--- config.mk ---
export PLATFORM = sky130hd
export DESIGN_NAME = accel_mem_initiator
export DESIGN_NICKNAME = d
export VERILOG_FILES = /design/src/rtl/accel_mem_pkg.sv /design/src/rtl/accel_mem_stall_timer.sv /design/src/rtl/accel_mem_initiator.sv
export SDC_FILE = /design/constraint.sdc
export NUM_CORES = 2
export LEC_CHECK = 0
export CORE_AREA = 2 2 524 526
export CTS_CLUSTER_DIAMETER = 40
export CTS_CLUSTER_SIZE = 40
export DETAILED_ROUTE_END_ITERATION = 10
export DIE_AREA = 0 0 526 528
export GPL_TIMING_DRIVEN = 1
export PLACE_DENSITY = 0.3
export SLEW_MARGIN = 5
export SYNTH_ARGS = -nofsm -noshare
export SYNTH_HDL_FRONTEND = slang
export SYNTH_SLANG_ARGS = --single-unit
--- constraint.sdc ---
create_clock -name clk -period 4.37 [get_ports clk]
set_input_delay 0.6555 -clock clk [delete_from_list [all_inputs] [get_ports clk]]
set_output_delay 0.6555 -clock clk [all_outputs]
set_load 0.02 [all_outputs]
--- src/rtl/accel_mem_pkg.sv ---
// Shared types and constants for the accelerator memory initiator.
// Optional stall timeout is enabled by defining ACCEL_MEM_TIMEOUT_EN.
package accel_mem_pkg;

    typedef enum logic [2:0] {
        StIdle,
        StRdReq,
        StRdWait,
        StWr,
        StDone
    } state_e;

    localparam logic OP_LOAD  = 1'b0;
    localparam logic OP_STORE = 1'b1;

    localparam int unsigned BLOCK_BYTES = 64;
    localparam int unsigned STORE_WORDS = 8;
    localparam int unsigned WORD_BYTES  = 4;
    localparam int unsigned STORE_BYTES = STORE_WORDS * WORD_BYTES;

    // True when the whole access footprint fits below mem_size, so 16-bit address math never wraps.
    function automatic logic cmd_in_range(input logic op, input logic [15:0] addr,
                                          input int unsigned mem_size);
        int unsigned span;
        span = (op == OP_LOAD) ? BLOCK_BYTES : STORE_BYTES;
        return (mem_size >= span) && ({16'd0, addr} <= mem_size - span);
    endfunction

endpackage

--- src/rtl/accel_mem_stall_timer.sv ---
// Counts consecutive stalled request cycles; expire pulses on the stall that reaches LIMIT.
// Only instantiated when ACCEL_MEM_TIMEOUT_EN is defined.
module accel_mem_stall_timer #(
    parameter int unsigned LIMIT = 255
) (
    input  logic clk,
    input  logic rst_n,
    input  logic count,
    input  logic clear,
    output logic expire
);

    localparam int unsigned CntW = $clog2(LIMIT + 1);

    logic [CntW-1:0] cnt_q;

    assign expire = count && (cnt_q == CntW'(LIMIT - 1));

    always_ff @(posedge clk) begin
        if (!rst_n) begin
            cnt_q <= '0;
        end else if (clear || expire) begin
            cnt_q <= '0;
        end else if (count) begin
            cnt_q <= cnt_q + CntW'(1);
        end
    end

endmodule

--- src/rtl/accel_mem_initiator.sv ---
// Accelerator data-memory initiator: one 512-bit block LOAD or eight-word STORE per command.
// Define ACCEL_MEM_TIMEOUT_EN to abort commands stalled for TIMEOUT_CYCLES consecutive cycles.
module accel_mem_initiator
    import accel_mem_pkg::*;
#(
    parameter int unsigned MEM_SIZE       = 65536,
    parameter int unsigned TIMEOUT_CYCLES = 255
) (
    input  logic         clk,
    input  logic         rst_n,
    input  logic         start,
    input  logic         op,
    input  logic [15:0]  base_addr,
    input  logic [255:0] st_data,
    input  logic         cpu_mem_busy,
    input  logic [511:0] accel_rd_data,
    output logic [15:0]  accel_addr,
    output logic [31:0]  accel_wrt_data,
    output logic         accel_wrt_en,
    output logic         accel_rd_en,
    output logic [511:0] ld_block,
    output logic         busy,
    output logic         done,
    output logic         err
);

    state_e         state_q;
    logic [2:0]     idx_q;
    logic [2:0]     idx_nxt;
    logic [255:0]   st_data_q;
    logic           stall;
    logic           stall_expire;

    assign idx_nxt = idx_q + 3'd1;
    assign stall   = cpu_mem_busy && ((state_q == StRdReq) || (state_q == StWr));

`ifdef ACCEL_MEM_TIMEOUT_EN
    accel_mem_stall_timer #(
        .LIMIT (TIMEOUT_CYCLES)
    ) u_stall_timer (
        .clk    (clk),
        .rst_n  (rst_n),
        .count  (stall),
        .clear  (!stall),
        .expire (stall_expire)
    );
`else
    // Stalls wait indefinitely; the limit has no effect in this build.
    localparam bit TimeoutIgnored = (TIMEOUT_CYCLES != 0);
    assign stall_expire = 1'b0 & TimeoutIgnored & stall;
`endif

    always_ff @(posedge clk) begin
        if (!rst_n) begin
            state_q        <= StIdle;
            idx_q          <= '0;
            st_data_q      <= '0;
            accel_addr     <= '0;
            accel_wrt_data <= '0;
            accel_wrt_en   <= 1'b0;
            accel_rd_en    <= 1'b0;
            ld_block       <= '0;
            busy           <= 1'b0;
            done           <= 1'b0;
            err            <= 1'b0;
        end else begin
            done <= 1'b0;
            err  <= 1'b0;
            unique case (state_q)
                StIdle: begin
                    if (start) begin
                        busy       <= 1'b1;
                        st_data_q  <= st_data;
                        accel_addr <= base_addr;
                        if (!cmd_in_range(op, base_addr, MEM_SIZE)) begin
                            state_q <= StDone;
                            done    <= 1'b1;
                            err     <= 1'b1;
                        end else if (op == OP_LOAD) begin
                            state_q     <= StRdReq;
                            accel_rd_en <= 1'b1;
                        end else begin
                            state_q        <= StWr;
                            accel_wrt_en   <= 1'b1;
                            accel_wrt_data <= st_data[31:0];
                            idx_q          <= '0;
                        end
                    end
                end
                StRdReq: begin
                    if (!cpu_mem_busy) begin
                        accel_rd_en <= 1'b0;
                        state_q     <= StRdWait;
                    end else if (stall_expire) begin
                        accel_rd_en <= 1'b0;
                        state_q     <= StDone;
                        done        <= 1'b1;
                        err         <= 1'b1;
                    end
                end
                StRdWait: begin
                    ld_block <= accel_rd_data;
                    state_q  <= StDone;
                    done     <= 1'b1;
                end
                StWr: begin
                    // Address, data and index only move on a serviced write.
                    if (!cpu_mem_busy) begin
                        if (idx_q == 3'(STORE_WORDS - 1)) begin
                            accel_wrt_en <= 1'b0;
                            state_q      <= StDone;
                            done         <= 1'b1;
                        end else begin
                            idx_q          <= idx_nxt;
                            accel_addr     <= accel_addr + 16'(WORD_BYTES);
                            accel_wrt_data <= st_data_q[{idx_nxt, 5'd0} +: 32];
                        end
                    end else if (stall_expire) begin
                        accel_wrt_en <= 1'b0;
                        state_q      <= StDone;
                        done         <= 1'b1;
                        err          <= 1'b1;
                    end
                end
                StDone: begin
                    busy    <= 1'b0;
                    state_q <= StIdle;
                end
                default: begin
                    accel_rd_en  <= 1'b0;
                    accel_wrt_en <= 1'b0;
                    busy         <= 1'b0;
                    state_q      <= StIdle;
                end
            endcase
        end
    end

endmodule

* After elaboration in Yosys (flattened, before gate mapping)
Cells that the tools add are included.
Storage, ports and cells: output and inout bits 565, memory bits (read-only) 0, memories kept 0, bits in writable memories 0, register bits after elaboration 827, bits in latches 0, input bits 789, logic and storage cells 89
Operators by class: reduce and logical (&&, ||, !) cells 14, magnitude comparators 2, shifts and indexed selects 1, multiplexer cells 42, add/sub/neg operators 3, multipliers 0, divide/modulo/power cells 0, equality and inequality tests 13, bitwise gates (word level) 3
Operators by type and width (number):
- indexed part select 256 x 9 -> 32 bit | 1
- two-way mux 32 bit | 5
- case mux 32 bit (2 select lines) | 1
- two-way mux 16 bit | 3
- <= comparator 16 x 32 -> 1 bit | 1
- case mux 16 bit (2 select lines) | 1
- two-way mux 3 bit | 10
- subtractor 17 x 7 -> 18 bit, first input constant | 1
- greater-or-equal comparator 17 x 7 -> 1 bit, first input constant | 1
- adder 16 x 3 -> 16 bit, second input constant | 1
- two-way mux 1 bit | 14
- inequality test 2 bit, second input constant | 7
- case mux 3 bit (4 select lines) | 1
- AND reduction 6 bit | 2
- case mux 1 bit (3 select lines) | 3
- OR reduction 3 bit | 3
- AND reduction 4 bit | 2
- two-way mux 7 bit | 1
- == test 3 x 2 -> 1 bit, second input constant | 2
- == test 3 bit, second input constant | 2
- case mux 3 bit (2 select lines) | 1
- AND reduction 2 bit | 3
- AND reduction 5 bit | 1
- adder 3 x 1 -> 3 bit, second input constant | 1
- other kinds (8) | 10

* Longest topological paths before layout
depth in word-level cells 7, depth in mapped cells 9, depth with buffers taken out 6

* Worst setup path after synthesis
OpenSTA, ideal clock, no wires.
path type input -> register, start input port base_addr[5], end register accel_wrt_data[6], library setup time 0.074 ns, data required time 4.296 ns, slack 2.361 ns, buffers on the path 3, stages on the path 9, arrival 1.934 ns, path through inv_1 -> ha_1 -> and4b_1 -> clkbuf_1 -> nand3_1 -> o21a_1 -> buf_4 -> buf_4 -> a31oi_1
Between the ends: longest elaborated chain between the ends 4
Ends and longest elaborated chain:
- start: declaration | RTL line accel_mem_initiator.sv:13 | input logic [15:0] base_addr,
- <= comparator 16 x 32 -> 1 bit | RTL line accel_mem_pkg.sv:26 | return (mem_size >= span) && ({16'd0, addr} <= mem_size - span);
- logical AND 1 bit | RTL line accel_mem_pkg.sv:26
- inequality test 2 bit (no source line)
- AND reduction 6 bit (no source line)
- end signal: assignment | RTL line accel_mem_initiator.sv:85 | accel_wrt_data <= st_data[31:0];
- end signal: assignment | RTL line accel_mem_initiator.sv:116 | accel_wrt_data <= st_data_q[{idx_nxt, 5'd0} +: 32];
- end: declaration | RTL line accel_mem_initiator.sv:18 | output logic [31:0] accel_wrt_data,
Every way passes these cells. A chain may end at the register's enable or synchronous reset.

* Worst setup path after layout
start register ld_block[92], end output port ld_block[92]
RTL lines:
- start: declaration | RTL line accel_mem_initiator.sv:21 | output logic [511:0] ld_block,
- start signal: assignment | RTL line accel_mem_initiator.sv:102 | ld_block <= accel_rd_data;
No word-level cell between the ends.

==> flow_metrics.env <==
export IMPL_final_max_slew_viol_count=0
export IMPL_quantity_of_gates_resized_following_cts=0
export IMPL_min_period_ns=2.91
export IMPL_ys_warnings_count=0
export IMPL_switching_power_mw=7.94
export IMPL_cts_hold_repair_buffers=0
export IMPL_cellPowerDensity_mw_per_mm2=521
export IMPL_regToRegStartpoint="state_q[2]"
export IMPL_critical_path_endpoint_type="output port"
export IMPL_synthesis_nets=4777
export IMPL_die_h_um=528
export IMPL_share_of_the_synthesized_area_in_the_top_cell_type=0.527
export IMPL_first_global_vias=34600
export IMPL_grt_antenna_before_repair=134
export IMPL_layout_filler_cells=30300
export IMPL_synthesized_instance_count=3984
export IMPL_hold_viol=0
export IMPL_synth_area_mm2=0.0314
export IMPL_routed_top_layer="met5"
export IMPL_clock_network_fraction_of_total_power=0.593
export IMPL_cp_num_buf_inv=1
export IMPL_final_core_util=0.210
export IMPL_fin_tns_setup_ns=0
export IMPL_clk_insertion_delay_late_ns=0.88
export IMPL_critical_path_max_stage_delay_ns=1.05
export IMPL_critical_path_cell_chain="clkdlybuf4s50_1"
export IMPL_synthFlopType="dfxtp_1"
export IMPL_worst_hold_path_num_cells=3
export IMPL_worst_path_top_cell_family_by_delay="buffers and inverters"
export IMPL_switching_share=0.267
export IMPL_clock_sinks=827
export IMPL_crit_start="ld_block[92]"
export IMPL_peak_freq_ghz=0.343
export IMPL_synth_top_cell_by_area="dfxtp_1"
export IMPL_hold_class="in2reg"
export IMPL_first_pass_grt_wire_length_mm=317
export IMPL_number_of_setup_buffers_added_after_cts=0
export IMPL_slew_at_the_pin_closest_to_its_max_slew_limit_ns=0.987
export IMPL_power_report_internal_total_mw=21.9
export IMPL_clk_root_buffer_cell="clkbuf_16"
export IMPL_synthMostInstantiatedCell="nand2_1"
export IMPL_detail_route_iter0_violations=2001
export IMPL_routed_via_count=34400
export IMPL_place_gp_congestion=0.863
export IMPL_static_leakage_nw=19.5
export IMPL_ys_types=51
export IMPL_power_share_sequential=0.280
export IMPL_io_pins=1354
export IMPL_grt_setup_unrepaired="no"
export IMPL_syn_to_final_growth_pct=82.1
export IMPL_outcome="complete, no violations"
export IMPL_synth_top_cells_by_count="1592 x nand2_1, 827 x dfxtp_1, 784 x a21oi_1"
export IMPL_nets=6106
export IMPL_share_comb_of_total_power=0.127
export IMPL_hold_path_startpoint="accel_rd_data[490]"
export IMPL_cell_depth_of_the_worst_flop_to_flop_path=6
export IMPL_synth_edff_count=0
export IMPL_drt_drc_violations_left=0
export IMPL_rows=192
export IMPL_route_antenna_remaining_nets=0
export IMPL_clkTransAtPathRegs_ns=0.05
export IMPL_critPathRequiredTime_ns=3.71
export IMPL_worst_ep_arrival_time_ns=2.26
export IMPL_cts_root_to_sink_buffers=4
export IMPL_tritoncts_buffers=232
export IMPL_route_detailed_wl_per_inst_um=26.3
export IMPL_area_of_the_core_region_mm2=0.272
export IMPL_gr_usage_total=0.165
export IMPL_gr_total_overflow=0
export IMPL_start_util=0.115
export IMPL_wirelength_mm=239
export IMPL_tritoncts="done"
export IMPL_cp_max_fo=2
export IMPL_die_w_um=526
export IMPL_vdd_ir_drop_max_v=0.000327
export IMPL_crit_cells=1
export IMPL_syn_mean_instance_area_um2=7.88
export IMPL_numPortBuffers=1353
export IMPL_post_route_cells_drive_above_1_share=0.0871
export IMPL_router_iterations_before_antenna_repair=5
export IMPL_async_reset_ff_frac=0
export IMPL_route_layer_met1_wl_mm=95.6
export IMPL_ys_seq_elements=827
export IMPL_setup_viol=0
export IMPL_path_class="reg2out"
export IMPL_vias_per_cell=3.77
export IMPL_post_layout_total_power_mw=29.8
export IMPL_cp_start_kind="flop"
export IMPL_met3_wire_length_mm=26.5
export IMPL_detailedPlacementHpwl_mm=187
export IMPL_drv_cap=0
export IMPL_clock_skew_ns=0.102
export IMPL_crit_slowest_cell="clkdlybuf4s50_1"
export IMPL_grt_max_degree=132
export IMPL_met2RoutedLength_mm=110
export IMPL_h_tree_depth=4
export IMPL_max_slew_margin_rel=0.342
export IMPL_die_area_mm2=0.278
export IMPL_fin_hold_ws_ns=0.321
export IMPL_synth_area_top_cells="dfxtp_1 53%, nand2_1 19%, a21oi_1 12%"
export IMPL_sequential_share_of_the_synthesized_area=0.527
export IMPL_final_period_utilization=0.667
[sequential cells by signal (all words and copies together), names as in the netlist, 3 cells and up]
| signal | cells |
|---|---|
| state_q | 3 |
| accel_addr | 16 |
| idx_q | 3 |
| ld_block | 512 |
| accel_wrt_data | 32 |
| st_data_q | 256 |
[cell usage in the layout, fill, tap and decap left out, drive strengths merged, types with 4 or more instances in the layout]
| master | count |
|---|---|
| nor2 | 10 |
| o221ai | 32 |
| bufinv | 29 |
| nand3 | 42 |
| a31oi | 35 |
| a21oi | 784 |
| nand4 | 6 |
| nand4b | 33 |
| clkinvlp | 9 |
| inv | 8 |
| clkbuf | 324 |
| nor3 | 9 |
| a22oi | 66 |
| nor4 | 4 |
| clkdlybuf4s50 | 1352 |
| diode | 25 |
| ha | 4 |
| buf | 73 |
| o21ai | 16 |
| and2 | 8 |
| clkinv | 60 |
| nand2 | 1592 |
| nor2b | 4 |
| mux2i | 132 |
| dfxtp | 827 |
[worst min-delay path, cell delays in order]
cell and delay [ns]:
clkdlybuf4s50_1 0.39, nand2_1 0.06, a21oi_1 0.05
[power by group through the flow]
| stage | logic [mW] | registers [mW] | clock network (mW) |
|---|---|---|---|
| final | 3.78 | 8.36 | 17.7 |
| after global routing | 4.07 | 8.41 | 18.5 |
| after CTS | 3.89 | 8.36 | 18.1 |
| after detailed placement | 3.87 | 8.49 | 0 |
| after global placement | 3.87 | 8.48 | 0 |
| after floorplan | 1.19 | 8.76 | 0 |
[path summary, 6_finish.rpt]
path                                      end  slack [ns]
worst min register to register  st_data_q[38]        0.45
worst max register to register  st_data_q[43]        1.49
worst min-delay path            ld_block[490]        0.32
worst max-delay path             ld_block[92]        1.46
[logic make-up (layout without fill, tap and decap cells)]
group                    count (synthesis)  after routing  share of synthesized area
AND/OR/NAND/NOR                       1726           1726                      0.218
AO/OA/AOI/OAI                          956            956                      0.165
flip-flops                             827            827                      0.527
buffers and inverters                  337           1855                     0.0449
multiplexers                           134            134                     0.0428
adder cells (fa/ha/maj)                  4              4                    0.00159
other                                    0             25                          0
[final cells by class]
class | count | area [µm²] | area share
Antenna cell | 25 | 62.6 | 0.00109
Clock buffer | 324 | 6680 | 0.117
Clock inverter | 99 | 1420 | 0.0248
Inverter | 7 | 33.8 | 0.000591
Multi-Input combinational cell | 2820 | 13500 | 0.236
Sequential cell | 827 | 16600 | 0.290
Tap cell | 3589 | 4490 | 0.0786
Timing Repair Buffer | 1425 | 14400 | 0.252
[metal layers]
metal,up-vias,GRT usage
li1,16100,-
met1,16300,0.190
met2,1382,0.268
met3,481,0.0814
met4,122,0.0475
met5,-,0
[stage by stage]
step | std cells | instance area [µm²] | setup slack [ns]
floorplan | 3984 | 31400 | 2.36
global placement | 8668 | 49000 | 1.04
detailed placement | 8668 | 49000 | 1.06
CTS | 9091 | 57100 | 1.36
global route | 9094 | 57100 | 1.34
finish | 9116 | 57200 | 1.46
Power figures use the tool's default switching activity.
